**src/rtl/affine_6tap_stream.sv**
```systemverilog
// affine_6tap_stream: six-tap 1/16-phase luma interpolator with valid/ready and a two-stage pipeline.
// Define AFFINE_ROUND_EN to store (sum + 32) >>> 6 instead of the raw scale-64 sum.
module affine_6tap_stream #(
  parameter int IN_W  = 8,
  parameter int OUT_W = IN_W + 7
) (
  input  logic                    clk,
  input  logic                    rst_n,
  input  logic                    in_valid,
  output logic                    in_ready,
  input  logic signed [IN_W-1:0]  in_data,
  input  logic                    in_sol,
  input  logic [3:0]              in_frac,
  output logic                    out_valid,
  input  logic                    out_ready,
  output logic signed [OUT_W-1:0] out_data
);
  logic en, acc, s1_valid, s2_valid;
  logic [2:0] cnt, cnt_nx;
  logic [3:0] frac_reg;
  logic signed [IN_W-1:0] w [6];
  logic signed [OUT_W-1:0] p [6];
  logic signed [OUT_W-1:0] sum, res;

  // Phases 9..15 reuse rows 7..1 with the taps mirrored.
  function automatic logic signed [7:0] coef(input logic [3:0] f, input logic [2:0] k);
    logic [3:0] r;
    logic [2:0] j;
    logic [47:0] row;
    r = (f > 4'd8) ? 4'd0 - f : f;
    j = (f > 4'd8) ? 3'd5 - k : k;
    case (r)
      4'd0:    row = {8'sd0, 8'sd0, 8'sd64, 8'sd0, 8'sd0, 8'sd0};
      4'd1:    row = {8'sd1, -8'sd3, 8'sd63, 8'sd4, -8'sd2, 8'sd1};
      4'd2:    row = {8'sd1, -8'sd5, 8'sd62, 8'sd8, -8'sd3, 8'sd1};
      4'd3:    row = {8'sd2, -8'sd8, 8'sd60, 8'sd13, -8'sd4, 8'sd1};
      4'd4:    row = {8'sd3, -8'sd10, 8'sd58, 8'sd17, -8'sd5, 8'sd1};
      4'd5:    row = {8'sd3, -8'sd11, 8'sd52, 8'sd26, -8'sd8, 8'sd2};
      4'd6:    row = {8'sd2, -8'sd9, 8'sd47, 8'sd31, -8'sd10, 8'sd3};
      4'd7:    row = {8'sd3, -8'sd11, 8'sd45, 8'sd34, -8'sd10, 8'sd3};
      default: row = {8'sd3, -8'sd11, 8'sd40, 8'sd40, -8'sd11, 8'sd3};
    endcase
    return $signed(row[8*(5-j) +: 8]);
  endfunction

  // Shift-and-add on the coefficient magnitude, then negate for negative taps.
  function automatic logic signed [OUT_W-1:0] mul(input logic signed [IN_W-1:0] x, input logic signed [7:0] c);
    logic signed [OUT_W-1:0] xe, a;
    logic [6:0] m;
    xe = OUT_W'(x);
    m = c[7] ? 7'(-c) : c[6:0];
    a = '0;
    for (int b = 0; b < 7; b++)
      if (m[b]) a = a + (xe <<< b);
    return c[7] ? -a : a;
  endfunction

  always_comb begin
    en = !out_valid || out_ready;
    in_ready = en;
    acc = in_valid && en;
    cnt_nx = in_sol ? 3'd1 : (cnt == 3'd6 ? 3'd6 : cnt + 3'd1);
    sum = p[0] + p[1] + p[2] + p[3] + p[4] + p[5];
`ifdef AFFINE_ROUND_EN
    res = (sum + OUT_W'(32)) >>> 6;
`else
    res = sum;
`endif
  end

  always_ff @(posedge clk or negedge rst_n)
    if (!rst_n) begin
      for (int i = 0; i < 6; i++) begin
        w[i] <= '0;
        p[i] <= '0;
      end
      cnt <= '0;
      frac_reg <= '0;
      s1_valid <= 1'b0;
      s2_valid <= 1'b0;
      out_valid <= 1'b0;
      out_data <= '0;
    end else if (en) begin
      if (acc) begin
        for (int i = 0; i < 5; i++) w[i] <= w[i+1];
        w[5] <= in_data;
        cnt <= cnt_nx;
        if (in_sol) frac_reg <= in_frac;
      end
      s1_valid <= acc && cnt_nx == 3'd6;
      for (int i = 0; i < 6; i++) p[i] <= mul(w[i], coef(frac_reg, 3'(i)));
      s2_valid <= s1_valid;
      out_data <= res;
      out_valid <= s2_valid;
    end
endmodule
```
**config.mk**
```make
export PLATFORM = sky130hd
export DESIGN_NAME = affine_6tap_stream
export DESIGN_NICKNAME = d
export VERILOG_FILES = /design/src/rtl/affine_6tap_stream.sv
export SDC_FILE = /design/constraint.sdc
export NUM_CORES = 1
export LEC_CHECK = 0
export ABC_AREA = 1
export CAP_MARGIN = 25
export CORE_ASPECT_RATIO = 1.4
export CORE_MARGIN = 1.5
export CORE_UTILIZATION = 31
export CTS_CLUSTER_SIZE = 8
export DETAILED_ROUTE_END_ITERATION = 16
export PLACE_DENSITY = 0.51
export SLEW_MARGIN = 30
export SYNTH_ARGS = -nofsm -noshare
export SYNTH_HDL_FRONTEND = slang
export SYNTH_SLANG_ARGS = --single-unit
```
**constraint.sdc**
```tcl
create_clock -name clk -period 11.4 [get_ports clk]
set_clock_uncertainty 0.15 [all_clocks]
set_input_delay 3.42 -clock clk [delete_from_list [all_inputs] [get_ports clk]]
set_output_delay 3.42 -clock clk [all_outputs]
set_load 0.02 [all_outputs]
```
==> results.md <==
* Area of the mapped netlist at 0.01962 mm2
* Distinct cell type count of the synthesized netlist at 55
* Endpoint of the worst register-to-register path: p[59]
* Area growth from synthesis to layout at 8.771%
* Clock latency reported for the late side of the worst-skew pair at 0.45 ns
* Ratio of cells with drive above 1 in the final layout at 0.07778
* Post-synthesis adder-cell area fraction at 0.2069
* Final setup TNS at 0 ns
* Master cell of the clock root buffer: sky130_fd_sc_hd__clkbuf_16
* Maximum number of pins on one net before global-route repair at 80
* Share of the clock period used by the worst path at 0.8946
* Required arrival time at the worst endpoint at 11.60 ns
* Most common library cell in the layout ignoring fill and taps: sky130_fd_sc_hd__nand2_1
* Arrival time of data at the critical path endpoint at 10.40 ns
* Start point of the critical path: frac_reg[0]
* Final hold viol count at 0
* Number of enable-type register cells in the synthesized netlist at 0
* Slowest library cell on the worst path: sky130_fd_sc_hd__dfrtp_1
* Hold Worst Slack at 0.3335 ns
* Clock Pin Slew Worst Setup and Hold Paths at 0.08 ns
* Final setup fails at 0
* Number of primary I/O pins at 34
* R2R Path Start: frac_reg[0]
* Via count of the first global-routing pass at 18460
* Yosys reg bits at 163
* Register with the highest flop count: p
* Prevailing post-synth register cell: sky130_fd_sc_hd__dfrtp_1
* Global placement routability congestion at 0.8746
* Most common cell type on the critical path: sky130_fd_sc_hd__nand2_1
* Mux share of post-synthesis cell area at 0
* Highest Clock Rate at 98.06 MHz
* Die outline width at 215.6 um
* Run status: finished, final reports clean
* 1st-pass router iterations at 7
* Max-cap violation count at 0
* Main combinational cell family by area after synthesis: simple AND/OR/NAND/NOR gates
* Instance area after placement at 0.02071 mm2
* Fraction of the mapped netlist area in compound gates at 0.1560
* Num Clock Sinks at 163
* Final antenna-violating net count at 0
* Hold Path Class: register to register
* Number of instances in the synthesized netlist at 2784
* Initial DRC Count at 1077
* Final core utilization at 0.3425
* Residual DRC count at 0
* Die Height at 300.6 um
* Parity-gate share of the synthesized area counting xor and xnor cells at 0.06698
* Number of vias per cell after detailed routing at 4.973
* Remaining global-route overflow at 0
* Share of synthesized registers carrying an async set or reset at 1.000
* Number of antenna violations at the first check in global routing at 0
* Highest fanout seen on the critical path at 22
* Critical path start-end classification: register to register
* Finished Cell Area at 0.02134 mm2
* Largest registers: p (90), w (48), out_data (15)
* Endpoint type of the worst setup path: register
* Clock tree buffer depth at 2
* Sequential-to-total area share from yosys stat at 0.2079
* Clock tree from TritonCTS: built
* Combined global-route utilization of all metal layers at 0.1855
* First-pass GRT wire length at 95.74 mm
* Flop2flop setup slack at 1.20 ns
* Initial cell density of the core at 0.3149
* Syn_area_per_cell at 7.046 um2
* Count of hold buffers inserted by post-cts repair at 0
* Htree depth at 4
* Number of nets at the end of the flow at 3074
* N_diodes at 0
* Worst Setup Start Kind: register
* Core Rows at 108
* Detailed-placement wirelength estimate at 47.37 mm
* Area inside the core boundary at 0.06229 mm2
* Total CTS buffers at 17
* Count of buffers inserted at the top-level ports at 33
* Min Tclk post-route at 10.20 ns
* Synthesized Nets at 3081
* Number of cell instances on the worst register-to-register path at 61
* Slew headroom at 0.4330
* Transition at the pin with the smallest max-transition slack at 0.8505 ns
* Flip-flop count of the largest register after layout at 90
* Final wirelength at 58.74 mm
* Number of vias in the routed layout at 17980
* Leading cell types in the layout, fill and taps excluded: sky130_fd_sc_hd__nand2_1, sky130_fd_sc_hd__inv_1, sky130_fd_sc_hd__ha_1
* RSZ-0062 raised after global routing: no
* Avg WL per Cell at 16.25 um
* Timing endpoint of the critical path: p[59]
* Yosys warns at 0
* Final count of pins violating max slew at 0
* Simple-gate area share of the yosys netlist at 0.2791
* Layout fillers at 6623
* Die outline area at 0.06481 mm2
* Peak per-stage delay on the critical path at 0.54 ns
repair_timing:
item,in CTS,in global routing
buffers inserted,0,0
resized for setup,0,1
setup endpoints to repair,0,1
cells by family after synthesis:
kind of cell,Yosys count
buffers and inverters,400
AND/OR/NAND/NOR,1256
adder cells (fa/ha/maj),280
XOR/XNOR,150
flip-flops,163
AO/OA/AOI/OAI,535
routing by layer:
layer	wire [um]	track usage	vias up
li1	-	-	9090
met1	25320	0.2168	8511
met2	30360	0.3502	287
met3	1207	0.01434	91
met4	1857	0.06843	0
met5	0	0	-
cells in the mapped netlist (8+ instances only):
cell type / count / area share
sky130_fd_sc_hd__a21o_1: 17 / 0.0065
sky130_fd_sc_hd__a21oi_1: 185 / 0.047
sky130_fd_sc_hd__and2_1: 9 / 0.0029
sky130_fd_sc_hd__buf_2: 11 / 0.0028
sky130_fd_sc_hd__buf_6: 10 / 0.0057
sky130_fd_sc_hd__clkbuf_1: 40 / 0.0077
sky130_fd_sc_hd__dfrtp_1: 163 / 0.21
sky130_fd_sc_hd__fa_1: 74 / 0.076
sky130_fd_sc_hd__ha_1: 206 / 0.13
sky130_fd_sc_hd__inv_1: 292 / 0.056
sky130_fd_sc_hd__inv_2: 26 / 0.0050
sky130_fd_sc_hd__nand2_1: 786 / 0.15
sky130_fd_sc_hd__nand2_2: 38 / 0.012
sky130_fd_sc_hd__nand2_4: 9 / 0.0052
sky130_fd_sc_hd__nand3_1: 174 / 0.044
sky130_fd_sc_hd__nand3_2: 12 / 0.0061
sky130_fd_sc_hd__nand4_1: 16 / 0.0051
sky130_fd_sc_hd__nor2_1: 140 / 0.027
sky130_fd_sc_hd__nor2_2: 8 / 0.0026
sky130_fd_sc_hd__nor3_1: 18 / 0.0046
sky130_fd_sc_hd__o2111ai_1: 8 / 0.0036
sky130_fd_sc_hd__o211ai_1: 9 / 0.0034
sky130_fd_sc_hd__o21ai_0: 183 / 0.047
sky130_fd_sc_hd__o21ai_1: 49 / 0.013
sky130_fd_sc_hd__o21ai_2: 26 / 0.012
sky130_fd_sc_hd__o21bai_1: 16 / 0.0061
sky130_fd_sc_hd__o31ai_1: 13 / 0.0050
sky130_fd_sc_hd__or2_2: 22 / 0.0070
sky130_fd_sc_hd__xnor2_1: 63 / 0.028
sky130_fd_sc_hd__xor2_1: 87 / 0.039
worst max-delay path: cells and delay by family, from the launching register on:
kind | cells | cell delay (ns)
adders and majority gates | 9 | 2.81
and+or+nand+nor | 24 | 2.57
AOI/OAI and AO/OA | 17 | 2.59
DFF | 1 | 0.54
buffers and inverters | 8 | 0.87
xor gates and xnor gates | 3 | 0.53
layout make-up:
type,count,area (um2),area share
sequential,163,4079,0.1912
multi-input combinational,2221,13920,0.6523
clock buffer,17,425.4,0.01994
inverter,326,1235,0.05788
timing repair buffer,48,447.9,0.02099
clock inverter,15,198.9,0.009324
tap,825,1032,0.04838
how the worst min path moves through the flow:
stage | startpoint | to | cells past startpoint
global placement | out_data[5] | out_data[5] | 2
CTS | out_data[5] | out_data[5] | 2
detailed placement | out_data[5] | out_data[5] | 2
finish | out_data[5] | out_data[5] | 2
floorplan | s2_valid | out_valid | 2
global route | out_data[2] | out_data[2] | 2
per-stage QoR:
step | instances | setup slack, ns
6_report | 3615 | 1.202
5_1_grt | 3615 | 0.03783
4_1_cts | 3615 | 1.159
3_5_place_dp | 3583 | 1.211
3_3_place_gp | 3583 | 1.376
2_1_floorplan | 2784 | 2.740
Power is left out: the tool's default activity adds up to more than one toggle a clock period on the data nets, which glitch-free logic cannot reach.
